## src/rtl/jpeg_feed_pkg.sv

```systemverilog
`default_nettype none
// +--------------------------------------------------------------------------+
// | Package : jpeg_feed_pkg                                                  |
// | Purpose : Shared types and constants for the JPEG byte-stream feeder:    |
// |           FSM state encoding, byte-lane bit positions inside a word,     |
// |           default pad byte and the word-assembly helper.                 |
// | Rev     : 1.0  initial release                                           |
// +--------------------------------------------------------------------------+
package jpeg_feed_pkg;

  typedef enum logic [1:0] {
    IDLE  = 2'd0,
    PACK  = 2'd1,
    DRAIN = 2'd2
  } feed_state_e;

  // Big-endian lane placement: lane 0 is the first byte of the word.
  localparam int LANE0_MSB = 31;
  localparam int LANE1_MSB = 23;
  localparam int LANE2_MSB = 15;
  localparam int LANE3_MSB = 7;

  localparam logic [1:0] LAST_LANE        = 2'd3;
  localparam logic [7:0] DEFAULT_PAD_BYTE = 8'h00;

  // Build the word being pushed when the byte for 'lane' arrives.
  // 'sh' holds the earlier bytes of this word right-justified (newest in
  // [7:0]); lanes after 'lane' take the pad value.
  function automatic logic [31:0] pack_word(input logic [23:0] sh,
                                            input logic [7:0]  b,
                                            input logic [1:0]  lane,
                                            input logic [7:0]  pad);
    logic [31:0] word;
    word = {4{pad}};
    unique case (lane)
      2'd0: word[LANE0_MSB -: 8] = b;
      2'd1: begin
        word[LANE0_MSB -: 8] = sh[7:0];
        word[LANE1_MSB -: 8] = b;
      end
      2'd2: begin
        word[LANE0_MSB -: 16] = sh[15:0];
        word[LANE2_MSB -: 8]  = b;
      end
      default: begin
        word[LANE0_MSB -: 24] = sh;
        word[LANE3_MSB -: 8]  = b;
      end
    endcase
    return word;
  endfunction

endpackage
`default_nettype wire

```

## src/rtl/jpeg_stream_feeder_if.sv

```systemverilog
`default_nettype none
// +--------------------------------------------------------------------------+
// | Interface : jpeg_stream_feeder_if                                        |
// | Purpose   : Bundles the upstream byte handshake and the decoder-side     |
// |             word handshake plus status of the JPEG stream feeder.        |
// | Ports     : ByteIn/ByteInValid/ByteInLast/ByteInReady  byte side        |
// |             DataOut/DataOutEnable/DataOutRead           word side        |
// |             Done/Underrun/WordCount                     status           |
// |             slave  = feeder view, master = loader/decoder view           |
// | Rev       : 1.0  initial release                                         |
// +--------------------------------------------------------------------------+
interface jpeg_stream_feeder_if #(
  parameter int CNT_W = 20
);
  logic [7:0]       ByteIn;
  logic             ByteInValid;
  logic             ByteInLast;
  logic             ByteInReady;
  logic [31:0]      DataOut;
  logic             DataOutEnable;
  logic             DataOutRead;
  logic             Done;
  logic             Underrun;
  logic [CNT_W-1:0] WordCount;

  modport slave (
    input  ByteIn, ByteInValid, ByteInLast, DataOutRead,
    output ByteInReady, DataOut, DataOutEnable, Done, Underrun, WordCount
  );

  modport master (
    output ByteIn, ByteInValid, ByteInLast, DataOutRead,
    input  ByteInReady, DataOut, DataOutEnable, Done, Underrun, WordCount
  );
endinterface
`default_nettype wire

```

## src/rtl/jpeg_feed_fifo.sv

```systemverilog
`default_nettype none
// +--------------------------------------------------------------------------+
// | Module  : jpeg_feed_fifo                                                 |
// | Purpose : Synchronous show-ahead FIFO; rdata is the head word whenever   |
// |           the FIFO is non-empty, zero otherwise.                         |
// | Ports   : clk, rst (sync, active high)                                   |
// |           push/wdata  write request (ignored when full)                  |
// |           pop/rdata   consume head (ignored when empty)                  |
// |           full, empty, count  occupancy status                           |
// | Rev     : 1.0  initial release                                           |
// +--------------------------------------------------------------------------+
module jpeg_feed_fifo #(
  parameter int DEPTH_LOG2 = 4,
  parameter int WIDTH      = 32
) (
  input  wire logic                  clk,
  input  wire logic                  rst,
  input  wire logic                  push,
  input  wire logic [WIDTH-1:0]      wdata,
  input  wire logic                  pop,
  output logic      [WIDTH-1:0]      rdata,
  output logic                       full,
  output logic                       empty,
  output logic      [DEPTH_LOG2:0]   count
);
  localparam int                  DEPTH   = 1 << DEPTH_LOG2;
  localparam logic [DEPTH_LOG2:0] CNT_ONE = {{DEPTH_LOG2{1'b0}}, 1'b1};
  localparam logic [DEPTH_LOG2-1:0] PTR_ONE = {{(DEPTH_LOG2-1){1'b0}}, 1'b1};

  logic [WIDTH-1:0]      mem [DEPTH];
  logic [DEPTH_LOG2-1:0] wr_ptr;
  logic [DEPTH_LOG2-1:0] rd_ptr;
  logic                  do_push;
  logic                  do_pop;

  // Occupancy can reach DEPTH exactly, so the MSB alone flags full.
  assign full    = count[DEPTH_LOG2];
  assign empty   = (count == '0);
  assign do_push = push && !full;
  assign do_pop  = pop && !empty;
  assign rdata   = empty ? '0 : mem[rd_ptr];

  // Data array carries no reset; validity is tracked by the pointers.
  always_ff @(posedge clk) begin
    if (do_push) begin
      mem[wr_ptr] <= wdata;
    end
  end

  always_ff @(posedge clk) begin
    if (rst) begin
      wr_ptr <= '0;
      rd_ptr <= '0;
      count  <= '0;
    end else begin
      if (do_push) wr_ptr <= wr_ptr + PTR_ONE;
      if (do_pop)  rd_ptr <= rd_ptr + PTR_ONE;
      unique case ({do_push, do_pop})
        2'b10:   count <= count + CNT_ONE;
        2'b01:   count <= count - CNT_ONE;
        default: count <= count;
      endcase
    end
  end
endmodule
`default_nettype wire

```

## src/rtl/jpeg_stream_feeder.sv

```systemverilog
`default_nettype none
// +--------------------------------------------------------------------------+
// | Module  : jpeg_stream_feeder                                             |
// | Purpose : Packs a JPEG byte stream big-endian into 32-bit words, buffers |
// |           them in a show-ahead FIFO and presents them to the decoder's   |
// |           DataIn/DataInEnable/DataInRead port.                           |
// | Ports   : clk, rst (sync, active high)                                   |
// |           bus (jpeg_stream_feeder_if.slave): byte input handshake, word  |
// |           output handshake, Done pulse, sticky Underrun, WordCount       |
// | Rev     : 1.0  initial release                                           |
// +--------------------------------------------------------------------------+
module jpeg_stream_feeder
  import jpeg_feed_pkg::*;
#(
  parameter int         DEPTH_LOG2 = 4,
  parameter logic [7:0] PAD_BYTE   = DEFAULT_PAD_BYTE,
  parameter int         CNT_W      = 20
) (
  input  wire logic           clk,
  input  wire logic           rst,
  jpeg_stream_feeder_if.slave bus
);
  localparam logic [DEPTH_LOG2:0] OCC_ONE = {{DEPTH_LOG2{1'b0}}, 1'b1};
  localparam logic [CNT_W-1:0]    CNT_ONE = {{(CNT_W-1){1'b0}}, 1'b1};

  feed_state_e           state;
  feed_state_e           state_nxt;
  logic [1:0]            lane;
  logic [23:0]           shift;
  logic                  ready;
  logic                  accept;
  logic                  push;
  logic                  pop;
  logic                  last_pop;
  logic [31:0]           push_word;
  logic                  fifo_full;
  logic                  fifo_empty;
  logic [DEPTH_LOG2:0]   fifo_count;
  logic                  done_q;
  logic                  underrun_q;
  logic [CNT_W-1:0]      word_count;

  // rst gates ready combinationally so the loader never sees a stale
  // handshake while the block is being cleared.
  assign ready     = ((state == IDLE) || (state == PACK)) && !fifo_full && !rst;
  assign accept    = bus.ByteInValid && ready;
  // A word closes on lane 3 or on the final byte (remaining lanes padded).
  assign push      = accept && ((lane == LAST_LANE) || bus.ByteInLast);
  assign pop       = bus.DataOutRead && !fifo_empty;
  assign last_pop  = pop && (fifo_count == OCC_ONE);
  assign push_word = pack_word(shift, bus.ByteIn, lane, PAD_BYTE);

  jpeg_feed_fifo #(
    .DEPTH_LOG2 (DEPTH_LOG2),
    .WIDTH      (32)
  ) u_fifo (
    .clk   (clk),
    .rst   (rst),
    .push  (push),
    .wdata (push_word),
    .pop   (pop),
    .rdata (bus.DataOut),
    .full  (fifo_full),
    .empty (fifo_empty),
    .count (fifo_count)
  );

  always_comb begin
    state_nxt = state;
    unique case (state)
      IDLE:  if (accept) state_nxt = bus.ByteInLast ? DRAIN : PACK;
      PACK:  if (accept && bus.ByteInLast) state_nxt = DRAIN;
      // The empty term is only a safety exit; DRAIN is always entered with
      // the final word just pushed.
      DRAIN: if (last_pop || fifo_empty) state_nxt = IDLE;
      default: state_nxt = IDLE;
    endcase
  end

  always_ff @(posedge clk) begin
    if (rst) begin
      state      <= IDLE;
      lane       <= 2'd0;
      shift      <= '0;
      done_q     <= 1'b0;
      underrun_q <= 1'b0;
      word_count <= '0;
    end else begin
      state  <= state_nxt;
      done_q <= (state == DRAIN) && last_pop;
      if (bus.DataOutRead && fifo_empty) underrun_q <= 1'b1;

      if (accept) begin
        shift <= {shift[15:0], bus.ByteIn};
        lane  <= push ? 2'd0 : lane + 2'd1;
      end

      // First byte of a stream restarts the count (it may already be a push).
      if (accept && (state == IDLE)) begin
        word_count <= push ? CNT_ONE : '0;
      end else if (push && (word_count != '1)) begin
        word_count <= word_count + CNT_ONE;
      end
    end
  end

  assign bus.ByteInReady   = ready;
  assign bus.DataOutEnable = !fifo_empty;
  assign bus.Done          = done_q;
  assign bus.Underrun      = underrun_q;
  assign bus.WordCount     = word_count;
endmodule
`default_nettype wire

```

## src/flat_wrapper.sv

```systemverilog
// flat-port wrapper written by rule: the top's interface ports become plain ports
module jpeg_stream_feeder_flat import jpeg_feed_pkg::*;
#(
  parameter int         DEPTH_LOG2 = 4,
  parameter logic [7:0] PAD_BYTE   = DEFAULT_PAD_BYTE,
  parameter int         CNT_W      = 20
)
  (clk, rst, bus_ByteIn, bus_ByteInValid, bus_ByteInLast, bus_DataOutRead, bus_ByteInReady, bus_DataOut, bus_DataOutEnable, bus_Done, bus_Underrun, bus_WordCount);
  jpeg_stream_feeder_if #(.CNT_W(CNT_W)) bus_i ();
  input  wire logic clk;
  input  wire logic rst;
  input wire logic [$bits(bus_i.ByteIn)-1:0] bus_ByteIn;
  input wire logic [$bits(bus_i.ByteInValid)-1:0] bus_ByteInValid;
  input wire logic [$bits(bus_i.ByteInLast)-1:0] bus_ByteInLast;
  input wire logic [$bits(bus_i.DataOutRead)-1:0] bus_DataOutRead;
  output wire logic [$bits(bus_i.ByteInReady)-1:0] bus_ByteInReady;
  output wire logic [$bits(bus_i.DataOut)-1:0] bus_DataOut;
  output wire logic [$bits(bus_i.DataOutEnable)-1:0] bus_DataOutEnable;
  output wire logic [$bits(bus_i.Done)-1:0] bus_Done;
  output wire logic [$bits(bus_i.Underrun)-1:0] bus_Underrun;
  output wire logic [$bits(bus_i.WordCount)-1:0] bus_WordCount;
  assign bus_i.ByteIn = bus_ByteIn;
  assign bus_i.ByteInValid = bus_ByteInValid;
  assign bus_i.ByteInLast = bus_ByteInLast;
  assign bus_i.DataOutRead = bus_DataOutRead;
  assign bus_ByteInReady = bus_i.ByteInReady;
  assign bus_DataOut = bus_i.DataOut;
  assign bus_DataOutEnable = bus_i.DataOutEnable;
  assign bus_Done = bus_i.Done;
  assign bus_Underrun = bus_i.Underrun;
  assign bus_WordCount = bus_i.WordCount;
  jpeg_stream_feeder #(.DEPTH_LOG2(DEPTH_LOG2), .PAD_BYTE(PAD_BYTE), .CNT_W(CNT_W)) u_core (.clk(clk), .rst(rst), .bus(bus_i));
endmodule
```

## config.mk

```make
export PLATFORM = sky130hd
export DESIGN_NAME = jpeg_stream_feeder_flat
export DESIGN_NICKNAME = d
export VERILOG_FILES = /design/src/rtl/jpeg_feed_pkg.sv /design/src/rtl/jpeg_stream_feeder_if.sv /design/src/rtl/jpeg_feed_fifo.sv /design/src/rtl/jpeg_stream_feeder.sv /design/src/flat_wrapper.sv
export SDC_FILE = /design/constraint.sdc
export NUM_CORES = 1
export LEC_CHECK = 0
export CORE_AREA = 2 2 243 245
export CTS_CLUSTER_SIZE = 14
export DETAILED_ROUTE_END_ITERATION = 8
export DIE_AREA = 0 0 245 247
export GPL_ROUTABILITY_DRIVEN = 0
export PLACE_DENSITY = 0.61
export SYNTH_ARGS = -nofsm -noshare
export SYNTH_HDL_FRONTEND = slang
export SYNTH_HIERARCHICAL = 1
export SYNTH_SLANG_ARGS = --single-unit
```

## constraint.sdc

```tcl
create_clock -name clk -period 7.9 [get_ports clk]
set_input_delay 1.58 -clock clk [delete_from_list [all_inputs] [get_ports clk]]
set_output_delay 1.58 -clock clk [all_outputs]
set_load 0.01 [all_outputs]
```

==> reports/qor.csv <==
metric;value;unit
start_util;39.4;%
avgSynthCellArea;18.2;µm²
cpPeakStageDelay;0.87;ns
slew_headroom;16.9;%
die_y;247;µm
postCtsSetupRepairBufs;0;
cts_resized;0;
cap_violations;0;
fillCellCount;4874;
internal_power;4990;µW
synth_ff_type;edfxtp_1;
crit_end;bus_DataOut[31];
ios;69;
r2r_cells;13;
layout-drive-gt1-share;20.8;%
io_buffers;68;
p_switching;1230;µW
netlist_instances;1261;
p_sw_share;19.8;%
avgViaCountPerCell;5.53;
cts-buffers-inserted;57;
rows;89;
insertion_delay;0.60;ns
r2r_end;u_core/u_fifo/count[4]$_SDFFE_PP0P_;
worst_slew_pin_slew;1.21;ns
cp_num_cells;5;
vias;12000;
ys_seq_area_share;72.8;%
clock-sinks;579;
design.die.area;60500;µm²
ys_types;55;
worstPathRequired;6.32;ns
die_x;245;µm
multi_input_area;6000;µm²
r2r_setup_slack;4.14;ns
synth_edf_count;512;
antenna_found_initial;3;
start_kind;flop;
drtAntennaViolNets;0;
grt_pass1_wl;77.2;mm
tns;0;ns
synth_top_area_share;66.9;%
core;58200;µm²
drc;0;
pwr-share-comb;2.3;%
finalHoldViolCount;0;
hpwlAfterDp;28.1;mm
cp-end-kind;primary output;
pwr-share-seq;53.4;%
synth_nets;1287;
synth.most_common_cell;edfxtp_1;
slowest_stage;dfxtp_4;
drt-pass1-iter-count;6;
setup_slack;2.54;ns
rsz0062_at_grt;false;
hp-class;reg -> reg;
ir_drop;0.187;mV
cts_root_buf;clkbuf_16;
clkTransAtPathRegs;0.06;ns
clockBufferDepth;3;
period_minus_slack;5.36;ns
cts_hold_buf;0;
setup_violations;0;
power_leakage;0.00845;µW
cp_num_buf_inv;2;
clkPwrFrac;44.2;%
cp_data_arrival_time;3.78;ns
areaGrowthSynthToFinish;16.2;%
yosys_warnings;6;
synth_top_area_cell;edfxtp_1;
grt_pass1_vias;12400;
fmax;186;MHz
syn-cell-area;23000;µm²
cts_tree;built;
diodes;0;
grtUsageTotal;17.1;%
pre_cts_ws;2.52;ns
nNetsFinal;1386;
wl_per_cell;23.5;µm
ys_async_sr_fraction;0;%
regArea;16700;µm²
drt_iter0_drc;1003;
wirelength;51.1;mm
outcome;complete, no violations;
cpLargestDelayFamily;buffers and inverters;
grt_max_degree;67;
yosys-top-cells-count;edfxtp_1 (512), mux4_2 (128), nand2_1 (99);
synth-seq-cells;579;
finClkSkew;0.0108;ns
ys_top_cells_by_area;edfxtp_1 (67%), mux4_2 (13%), dfxtp_1 (5.8%), mux2i_1 (3.4%), nand2_1 (1.6%);
drv_slew;0;
power_density;233;nW/µm²
r2r_start;u_core/u_fifo/count[4]$_SDFFE_PP0P_;
gr-total-overflow;0;
criticalPathCategory;reg -> out;
path_cells;buf_4 -> mux4_2 -> mux2i_1 -> o22ai_1 -> clkdlybuf4s50_1;
crit_fanout;39;
fin_crit_sh;67.9;%
htreeDepth;2;
registers in the layout (all words and copies together) (netlist names), named ones only:
signal,flops
u_core/bus.Done,1
u_core/bus.Underrun,1
u_core/bus.WordCount,20
u_core/lane,2
u_core/shift,24
u_core/state,2
u_core/u_fifo/count,5
u_core/u_fifo/mem,512
u_core/u_fifo/rd_ptr,4
u_core/u_fifo/wr_ptr,4
worst reg2reg max path, delay by kind of cell, from the launching register on:
kind | cells | cell delay [ns]
buffers and inverters | 2 | 0.28
and+or+nand+nor | 4 | 1.64
DFF | 1 | 0.42
xor gates and xnor gates | 1 | 0.18
adders and majority gates | 2 | 0.55
AOI/OAI and AO/OA | 4 | 0.60
metal layers:
layer / GRT usage (%) / share of wire, % / wire length (µm) / vias up
met5: 0 / 0.080 / 41 / -
met4: 4.23 / 1.7 / 866 / 6
met3: 2.83 / 5.2 / 2660 / 69
met2: 27.8 / 48 / 24600 / 318
met1: 24.2 / 45 / 23000 / 6383
li1: - / - / - / 5272
through the flow:
step / power, µW / hold slack [ns] / instance area (µm²) / utilization (%) / std cells
after CTS: 6290 / 0.458 / 26700 / 45.8 / 2179
final: 6220 / 0.459 / 26700 / 45.8 / 2179
after detailed placement: 3540 / 0.450 / 24800 / 42.6 / 2074
after floorplan: 3470 / 0.436 / 23000 / - / 1261
after global routing: 6420 / 0.482 / 26700 / 45.8 / 2179
after global placement: 3530 / 0.444 / 24800 / 42.6 / 2074
power by group through the flow:
stage	registers, µW	clock network (µW)	logic (µW)
floorplan	3390	0	79.4
global placement	3390	0	143
detailed placement	3390	0	146
CTS	3330	2810	146
global route	3330	2930	158
finish	3330	2750	145
placed cells by master (no fill, tap or decap), drive strengths merged, types with 9 or more instances in the layout:
master / count
mux2i: 77
nand2: 99
o22ai: 32
clkdlybuf4s50: 67
nor3: 12
buf: 43
dfxtp: 67
ha: 13
inv: 22
xnor2: 10
clkbuf: 66
mux4: 128
and2: 9
clkinv: 23
nor2: 51
o21ai: 23
a22oi: 10
edfxtp: 512
a21oi: 41
worst min-delay path by stage:
| stage | from | to | depth (start not counted) |
|---|---|---|---|
| CTS | u_core/shift[18]$_SDFFE_PP0P_ | u_core/shift[18]$_SDFFE_PP0P_ | 2 |
| finish | u_core/shift[19]$_SDFFE_PP0P_ | u_core/shift[19]$_SDFFE_PP0P_ | 2 |
| detailed placement | u_core/shift[22]$_SDFFE_PP0P_ | u_core/shift[22]$_SDFFE_PP0P_ | 2 |
| global route | u_core/shift[16]$_SDFFE_PP0P_ | u_core/shift[16]$_SDFFE_PP0P_ | 2 |
| global placement | u_core/shift[17]$_SDFFE_PP0P_ | u_core/shift[17]$_SDFFE_PP0P_ | 2 |
| floorplan | u_core/shift[16]$_SDFFE_PP0P_ | u_core/shift[16]$_SDFFE_PP0P_ | 2 |
layout make-up:
class | count | area share [%]
Sequential cell | 579 | 62.7
Multi-Input combinational cell | 593 | 22.5
Clock buffer | 66 | 5.63
Timing Repair Buffer | 110 | 3.81
Tap cell | 773 | 3.62
Clock inverter | 39 | 1.52
Inverter | 19 | 0.277
cell families after synthesis:
kind of cell               count (synthesis)  share of synthesized area (%)
buffers and inverters                     89                           1.64
and+or+nand+nor                          220                           4.50
AOI/OAI and AO/OA                        136                           3.74
xor gates and xnor gates                  18                          0.686
muxes                                    206                           16.0
adders and majority gates                 13                          0.708
DFF                                      579                           72.8
Note: power is estimated with default switching activity, not from simulation.
